## config.mk

```make
export PLATFORM = sky130hd
export DESIGN_NAME = pwm_bank_flat
export DESIGN_NICKNAME = d
export VERILOG_FILES = /design/src/rtl/pwm_pkg.sv /design/src/rtl/pwm_bank_if.sv /design/src/rtl/pwm_timebase.sv /design/src/rtl/pwm_bank.sv /design/src/flat_wrapper.sv
export SDC_FILE = /design/constraint.sdc
export NUM_CORES = 1
export LEC_CHECK = 0
export CORE_AREA = 2 2 169 171
export CTS_CLUSTER_SIZE = 8
export DETAILED_ROUTE_END_ITERATION = 7
export DIE_AREA = 0 0 171 173
export GPL_TIMING_DRIVEN = 0
export PLACE_DENSITY = 0.73
export SLEW_MARGIN = 20
export SYNTH_ARGS = -nofsm -noshare
export SYNTH_HDL_FRONTEND = slang
export SYNTH_SLANG_ARGS = --single-unit
export TNS_END_PERCENT = 50
```

## constraint.sdc

```tcl
create_clock -name clk -period 12.15 [get_ports clk]
set_input_delay 1.8225 -clock clk [delete_from_list [all_inputs] [get_ports clk]]
set_output_delay 1.8225 -clock clk [all_outputs]
set_load 0.05 [all_outputs]
```

## src/rtl/pwm_pkg.sv

```systemverilog
// rtl/pwm_pkg.sv - shared constants and types for the PWM bank
package pwm_pkg;
    localparam int ALIGN_EDGE   = 0;
    localparam int ALIGN_CENTER = 1;
    localparam int CH_W         = 5;

    typedef enum logic {
        DIR_UP   = 1'b0,
        DIR_DOWN = 1'b1
    } dir_e;
endpackage

```

## src/rtl/pwm_bank_if.sv

```systemverilog
// rtl/pwm_bank_if.sv - duty write port bundle for the PWM bank
interface pwm_bank_if #(
    parameter int RES = 8
) ();
    logic                     wr_valid;
    logic [pwm_pkg::CH_W-1:0] wr_ch;
    logic [RES-1:0]           wr_data;

    modport master (output wr_valid, wr_ch, wr_data);
    modport slave  (input  wr_valid, wr_ch, wr_data);
endinterface

```

## src/rtl/pwm_timebase.sv

```systemverilog
// rtl/pwm_timebase.sv - prescaler, shared period counter and period boundary
module pwm_timebase
    import pwm_pkg::*;
#(
    parameter int RES     = 8,
    parameter int PRESC_W = 8,
    parameter int ALIGN   = ALIGN_EDGE
) (
    input  logic               clk,
    input  logic               rst,
    input  logic [PRESC_W-1:0] i_presc,
    output logic [RES-1:0]     o_cnt,
    output logic               o_boundary,
    output logic               o_period_start
);
    localparam logic [RES-1:0]     CNT_MAX = '1;
    localparam logic [RES-1:0]     CNT_ONE = RES'(1);
    localparam logic [PRESC_W-1:0] PC_ONE  = PRESC_W'(1);

    logic [PRESC_W-1:0] r_pcnt;
    logic [PRESC_W-1:0] r_plim;
    logic [RES-1:0]     r_cnt;
    dir_e               r_dir;
    logic               r_period_start;

    logic [PRESC_W-1:0] w_lim;
    logic               w_tick;
    logic               w_boundary;
    logic [RES-1:0]     w_cnt_nxt;
    dir_e               w_dir_nxt;

    // The reload cycle looks at live presc so a new divider applies from that cycle on.
    assign w_lim  = (r_pcnt == '0) ? i_presc : r_plim;
    assign w_tick = (r_pcnt == w_lim);
    assign w_boundary = (ALIGN == ALIGN_CENTER)
                      ? (w_tick && (r_dir == DIR_DOWN) && (r_cnt == CNT_ONE))
                      : (w_tick && (r_cnt == CNT_MAX));

    always_comb begin
        w_cnt_nxt = r_cnt;
        w_dir_nxt = r_dir;
        if (w_tick) begin
            if (ALIGN == ALIGN_CENTER) begin
                if (r_dir == DIR_UP) begin
                    if (r_cnt == CNT_MAX) begin
                        w_dir_nxt = DIR_DOWN;
                        w_cnt_nxt = r_cnt - CNT_ONE;
                    end else begin
                        w_cnt_nxt = r_cnt + CNT_ONE;
                    end
                end else begin
                    if (r_cnt == CNT_ONE) begin
                        w_dir_nxt = DIR_UP;
                    end
                    w_cnt_nxt = r_cnt - CNT_ONE;
                end
            end else begin
                w_cnt_nxt = r_cnt + CNT_ONE;
            end
        end
    end

    always_ff @(posedge clk or posedge rst) begin
        if (rst) begin
            r_pcnt         <= '0;
            r_plim         <= '0;
            r_cnt          <= '0;
            r_dir          <= DIR_UP;
            r_period_start <= 1'b0;
        end else begin
            if (r_pcnt == '0) begin
                r_plim <= i_presc;
            end
            r_pcnt         <= w_tick ? '0 : (r_pcnt + PC_ONE);
            r_cnt          <= w_cnt_nxt;
            r_dir          <= w_dir_nxt;
            r_period_start <= w_boundary;
        end
    end

    assign o_cnt          = r_cnt;
    assign o_boundary     = w_boundary;
    assign o_period_start = r_period_start;
endmodule

```

## src/rtl/pwm_bank.sv

```systemverilog
// rtl/pwm_bank.sv - multi-channel PWM with shadowed duty registers
module pwm_bank
    import pwm_pkg::*;
#(
    parameter int NCH     = 16,
    parameter int RES     = 8,
    parameter int PRESC_W = 8,
    parameter int ALIGN   = ALIGN_EDGE
) (
    input  logic               clk,
    input  logic               rst,
    pwm_bank_if.slave          wr,
    input  logic [NCH-1:0]     en_out,
    input  logic [NCH-1:0]     en_pwm,
    input  logic [PRESC_W-1:0] presc,
    output logic [NCH-1:0]     out,
    output logic               period_start
);
    localparam logic [RES-1:0] DUTY_MAX = '1;

    logic [RES-1:0] r_shadow [NCH];
    logic [RES-1:0] r_active [NCH];
    logic [NCH-1:0] r_out;

    logic [RES-1:0] w_cnt;
    logic           w_boundary;
    logic [NCH-1:0] w_level;

    pwm_timebase #(
        .RES     (RES),
        .PRESC_W (PRESC_W),
        .ALIGN   (ALIGN)
    ) u_timebase (
        .clk            (clk),
        .rst            (rst),
        .i_presc        (presc),
        .o_cnt          (w_cnt),
        .o_boundary     (w_boundary),
        .o_period_start (period_start)
    );

    // Out-of-range channel indices match no loop index and are dropped.
    always_ff @(posedge clk or posedge rst) begin
        if (rst) begin
            for (int i = 0; i < NCH; i++) begin
                r_shadow[i] <= '0;
                r_active[i] <= '0;
            end
        end else begin
            for (int i = 0; i < NCH; i++) begin
                if (wr.wr_valid && (wr.wr_ch == CH_W'(i))) begin
                    r_shadow[i] <= wr.wr_data;
                end
                if (w_boundary) begin
                    r_active[i] <= r_shadow[i];
                end
            end
        end
    end

    always_comb begin
        w_level = '0;
        for (int i = 0; i < NCH; i++) begin
            if (!en_out[i]) begin
                w_level[i] = 1'b0;
            end else if (!en_pwm[i]) begin
                w_level[i] = 1'b1;
            end else begin
                w_level[i] = (r_active[i] == DUTY_MAX) || (w_cnt < r_active[i]);
            end
        end
    end

    always_ff @(posedge clk or posedge rst) begin
        if (rst) begin
            r_out <= '0;
        end else begin
            r_out <= w_level;
        end
    end

    assign out = r_out;
endmodule
```

## src/flat_wrapper.sv

```systemverilog
// flat-port wrapper written by rule: the top's interface ports become plain ports
module pwm_bank_flat import pwm_pkg::*;
#(
    parameter int NCH     = 16,
    parameter int RES     = 8,
    parameter int PRESC_W = 8,
    parameter int ALIGN   = ALIGN_EDGE
)
  (clk, rst, en_out, en_pwm, presc, out, period_start, wr_wr_valid, wr_wr_ch, wr_wr_data);
  pwm_bank_if #(.RES(RES)) wr_i ();
  input  logic clk;
  input  logic rst;
  input  logic [NCH-1:0] en_out;
  input  logic [NCH-1:0] en_pwm;
  input  logic [PRESC_W-1:0] presc;
  output logic [NCH-1:0] out;
  output logic period_start;
  input wire logic [$bits(wr_i.wr_valid)-1:0] wr_wr_valid;
  input wire logic [$bits(wr_i.wr_ch)-1:0] wr_wr_ch;
  input wire logic [$bits(wr_i.wr_data)-1:0] wr_wr_data;
  assign wr_i.wr_valid = wr_wr_valid;
  assign wr_i.wr_ch = wr_wr_ch;
  assign wr_i.wr_data = wr_wr_data;
  pwm_bank #(.NCH(NCH), .RES(RES), .PRESC_W(PRESC_W), .ALIGN(ALIGN)) u_core (.clk(clk), .rst(rst), .wr(wr_i), .en_out(en_out), .en_pwm(en_pwm), .presc(presc), .out(out), .period_start(period_start));
endmodule
```

-- Word-level counts from Yosys, hierarchy flattened
Cells that the tools add are included.
- flip-flop bits (word level): 297
- bits of input ports: 56
- output and inout port bits: 17
- $add $sub $neg: 2
- magnitude comparators: 16
- equality and inequality tests: 33
- multiplexer cells: 34
- reduce and logical (&&, ||, !) cells: 35
- operator list (operator ; number):
    $eq 8x8->1 const B ; 17
    $lt 8x8->1 ; 16
    $eq 5x4->1 const B ; 8
    $mux 1 ; 32
    $eq 5x3->1 const B ; 4
    $logic_and 1x1->1 ; 17
    $add 8x1->8 const B ; 2
    $logic_or 1x1->1 ; 16
    $mux 8 ; 2
    $eq 5x2->1 const B ; 2
    $eq 8x8->1 ; 1
    $logic_not 8->1 ; 1
    $eq 5x1->1 const B ; 1
    $logic_not 5->1 ; 1

-- Logic depth before layout (Yosys ltp)
- depth after elaboration: 4
- gate-level depth with buffers: 12
- depth with buffers taken out: 8

-- By module
From an unflattened synthesis, not the netlist that was laid out.
- cell total of the unflattened synthesis: 1322
- area, all modules: 14259.9 µm²
- by module, submodules not included (module ; instances ; cells each ; area each (µm²) ; sequential area each (µm²)):
    pwm_bank ; 1 ; 1204 ; 12981.2 ; 6806.5
    pwm_timebase ; 1 ; 118 ; 1278.7 ; 625.6

-- Least setup slack after synthesis
OpenSTA, ideal clock, no wires.
- path type: in2reg
- from: in presc[4]
- to: reg u_core.r_active[0] (netlist name)
- setup time: 125 ps
- arrival: 3806 ps
- path slack: 8219 ps
- stages on the path: 8
- buffers on the path: 2
- cells stage by stage: or4b_2 -> mux2i_1 -> a2111oi_1 -> o2111ai_2 -> nor4_4 -> buf_12 -> buf_12 -> mux2_4
- longest elaborated chain between the ends: 3
- ends and longest elaborated chain (what ; line ; RTL):
    start, declared ; flat_wrapper.sv:15 ; input logic [PRESC_W-1:0] presc;
    $mux 8 ; - ;
    $eq 8x8->1 ; pwm_timebase.sv:34 ; assign w_tick = (r_pcnt == w_lim);
    $logic_and 1x1->1 ; pwm_timebase.sv:37 ; : (w_tick && (r_cnt == CNT_MAX));
    end signal, assigned by index ; pwm_bank.sv:55 ; r_active[i] <= r_shadow[i];
    end, declared ; pwm_bank.sv:22 ; logic [RES-1:0] r_active [NCH];
No other way between the ends.
A chain may end at the register's enable or synchronous reset.

-- Final worst setup path
- from: in presc[4]
- to: reg u_core.r_active[7] (netlist name)
The elaborated chain is that of the path after synthesis.

==> results.md <==
* Worst-Margin Slew at 1080 ps
* Core ar. at 27600 sq um
* Antenna diodes at 0
* Async S/R FF share, synth at 100%
* RSZ-0062 raised after global routing: no
* Vias per inst at 5.62
* Synth area leaders: dfrtp_1 49%, mux2_4 12%, mux2_2 10%
* CTS buffer count at 43
* Critical Path Source: presc[4]
* Critical Path End: u_core.r_active[7]
* Max cap viols at 0
* Levels on crit path at 9
* Fin. Hold Viols at 0
* Depth of the worst register-to-register path at 11
* Fill count at 2127
* Fin nets at 1458
* Number of distinct library cells after synthesis at 39
* Reg-to-Reg Start: u_core.u_timebase.r_pcnt[0]
* Syn_nets at 1341
* CTS root buf: clkbuf_16
* Count leader, synth: dfrtp_1
* Multi-input logic area at 6910 sq um
* Pre-antenna DRT Iters at 5
* Hold Buf Count CTS at 0
* Mapped Area at 15100 sq um
* Die height at 173 um
* Leakage at 7.79 nW
* Slowest cell on crit path: nor4_4
* Grt total ovfl at 0
* Hold Path Class: reg -> reg
* Pwr dens at 155 nW/um^2
* Vias in the first global route at 9768
* Drt wl/cell at 20.0 um
* FF-to-FF setup slack at 8660 ps
* Leading area contributor after synthesis: dfrtp_1
* Sequential fraction of the synthesis area at 49.1%
* Synth Flop Type: dfrtp_1
* Register bit count reported by yosys at 297
* Final Critical Period at 4210 ps
* Crit path max fanout at 10
* Critical path arrival at 4600 ps
* Clock sink count at 297
* Fin crit share at 34.6%
* Max VDD drop at 109 uV
* Syn Inst Count at 1170
* Buf/Inv on CP at 3
* Post-synth top area share at 49.1%
* Slew headroom at 28.3%
* Slowest stage delay, CP at 490 ps
* Die Wd at 171 um
* Commonest cells post-synth: 297 x dfrtp_1, 138 x mux2_2, 122 x inv_1, 120 x mux2_4, 115 x ha_1
* HPWL after DPL at 21.3 mm
* Total design power at 2.72 mW
* Number of port buffers at 70
* Worst Setup Start Kind: input pin
* Most frequent CP cell: buf_12
* Vias at 9395
* R2r endpoint: u_core.r_active[7]
* Largest net degree at the start of global routing at 108
* Area grow syn2layout at 16.1%
* Residual DRC count at 0
* Row cnt at 61
* Starting Density at 54.8%
* Placer Congestion at 0.828
* Clock buffer depth at 3
* Antenna violations before repair at 0
* Outcome: completed
* Syn Area/Cell at 12.9 sq um
* FF+latch area at 7440 sq um
* Initial DRC count at 526
* Core Util, Final at 63.6%
* Final wirelength at 33.4 mm
* Reg clk slew, reported paths at 50 ps
* Share of cells above drive strength 1 at 27.3%
* Htree depth at 2
* Worst-Skew Late Latency at 530 ps
* Crit path capture type: flop
* Setup violations, final at 0
* Warnings, synthesis at 0
* CTS tree: built
* Max-slew violations at 0
* Post-CTS Resized at 0
* Post-CTS Setup Inserts at 0
* Number of synthesized flops with an enable pin at 0
* Top Ports at 73
* Required @ worst endpoint at 12540 ps
* First-pass GRT wire length at 53.7 mm
* Die area at 29600 sq um
* Clock skew at 24.8 ps
* Peak Freq at 0.238 GHz
* Cell Chain, Critical Path: clkdlybuf4s50_1 > or4b_2 > mux2i_1 > a2111oi_1 > o2111ai_2 > nor4_4 > buf_12 > buf_12 > mux2_4
* Critical path class: in -> reg
* Crit path max-delay family: buffers and inverters
* GRT Total Usage at 23.4%
* Antenna viol nets, final at 0
-- report_power, final --
part	leakage [nW]	internal (mW)	total [mW]	switching, mW
sequential	3.94	1.11	1.20	0.0892
combinational	3.28	0.208	0.443	0.235
clock	0.575	0.662	1.07	0.407
-- sequential cells by signal, indices dropped and copies added (netlist names) --
register                          count
u_core.out                           16
u_core.r_shadow                     128
u_core.u_timebase.r_plim              8
u_core.u_timebase.r_pcnt              8
u_core.r_active                     128
u_core.u_timebase.o_cnt               8
u_core.u_timebase.o_period_start      1
-- per-layer routing --
metal / routed length (um) / track usage [%] / vias up
met5: 0 / 0 / -
met4: 775 / 6.25 / 0
met3: 1420 / 3.89 / 56
met2: 15900 / 38.2 / 187
met1: 15300 / 32.4 / 4780
li1: - / - / 4372
-- cell type report --
cell class / instances / share of cell area [%]
Sequential cell: 297 / 42.3
Timing Repair Buffer: 72 / 4.30
Tap cell: 378 / 2.69
Multi-Input combinational cell: 718 / 39.3
Clock inverter: 3 / 0.313
Inverter: 122 / 2.65
Clock buffer: 50 / 6.39
Buffer: 33 / 1.98
-- kinds of logic after synthesis --
group           count (synthesis)  share of synthesized area, %
fa+ha+maj                     115                          9.50
buf+inv                       155                          5.32
compound gates                121                          4.60
simple gates                  206                          8.27
mux                           259                          22.2
xor+xnor                       17                         0.983
flops                         297                          49.1
-- how the worst min path moves through the flow --
stage / end / slack, ps / start / cells after the start
after floorplan: u_core.u_timebase.r_plim[5] / 460 / u_core.u_timebase.r_plim[5] / 2
after global placement: u_core.r_active[108] / 480 / u_core.r_shadow[108] / 1
after detailed placement: u_core.r_active[79] / 490 / u_core.r_shadow[79] / 1
after CTS: u_core.r_active[4] / 490 / u_core.r_shadow[4] / 1
after global routing: u_core.r_active[119] / 500 / u_core.r_shadow[119] / 1
final: u_core.r_active[4] / 480 / u_core.r_shadow[4] / 1
-- cell usage in the layout, fill, tap and decap left out, types with 2 or more instances in the layout --
master,count
a21oi_1,49
and3_1,2
and4_1,2
buf_12,13
buf_16,2
clkbuf_1,23
clkbuf_16,44
clkdlybuf4s50_1,70
dfrtp_1,291
dfrtp_2,6
ha_1,115
inv_1,121
mux2_2,138
mux2_4,120
nand2_1,36
nand2b_1,18
nand3_1,8
nand4_1,35
nor2_1,29
nor2b_1,25
nor3_1,7
nor3_2,2
nor3b_1,2
nor4_1,2
nor4b_1,17
o21ai_0,49
o221ai_1,17
or4b_2,17
xnor2_1,9
xor2_1,8
-- metrics by stage --
step,cells,TNS (ps),hold slack [ps],area [sq um],worst slack [ps]
floorplan,1170,0,460,15100,2120
global placement,1618,-463160,480,16300,-1580
detailed placement,1620,0,487,16400,7400
CTS,1673,0,485,17600,7940
global route,1673,0,504,17600,7830
finish,1673,0,478,17600,7940
Power figures use the tool's default switching activity.
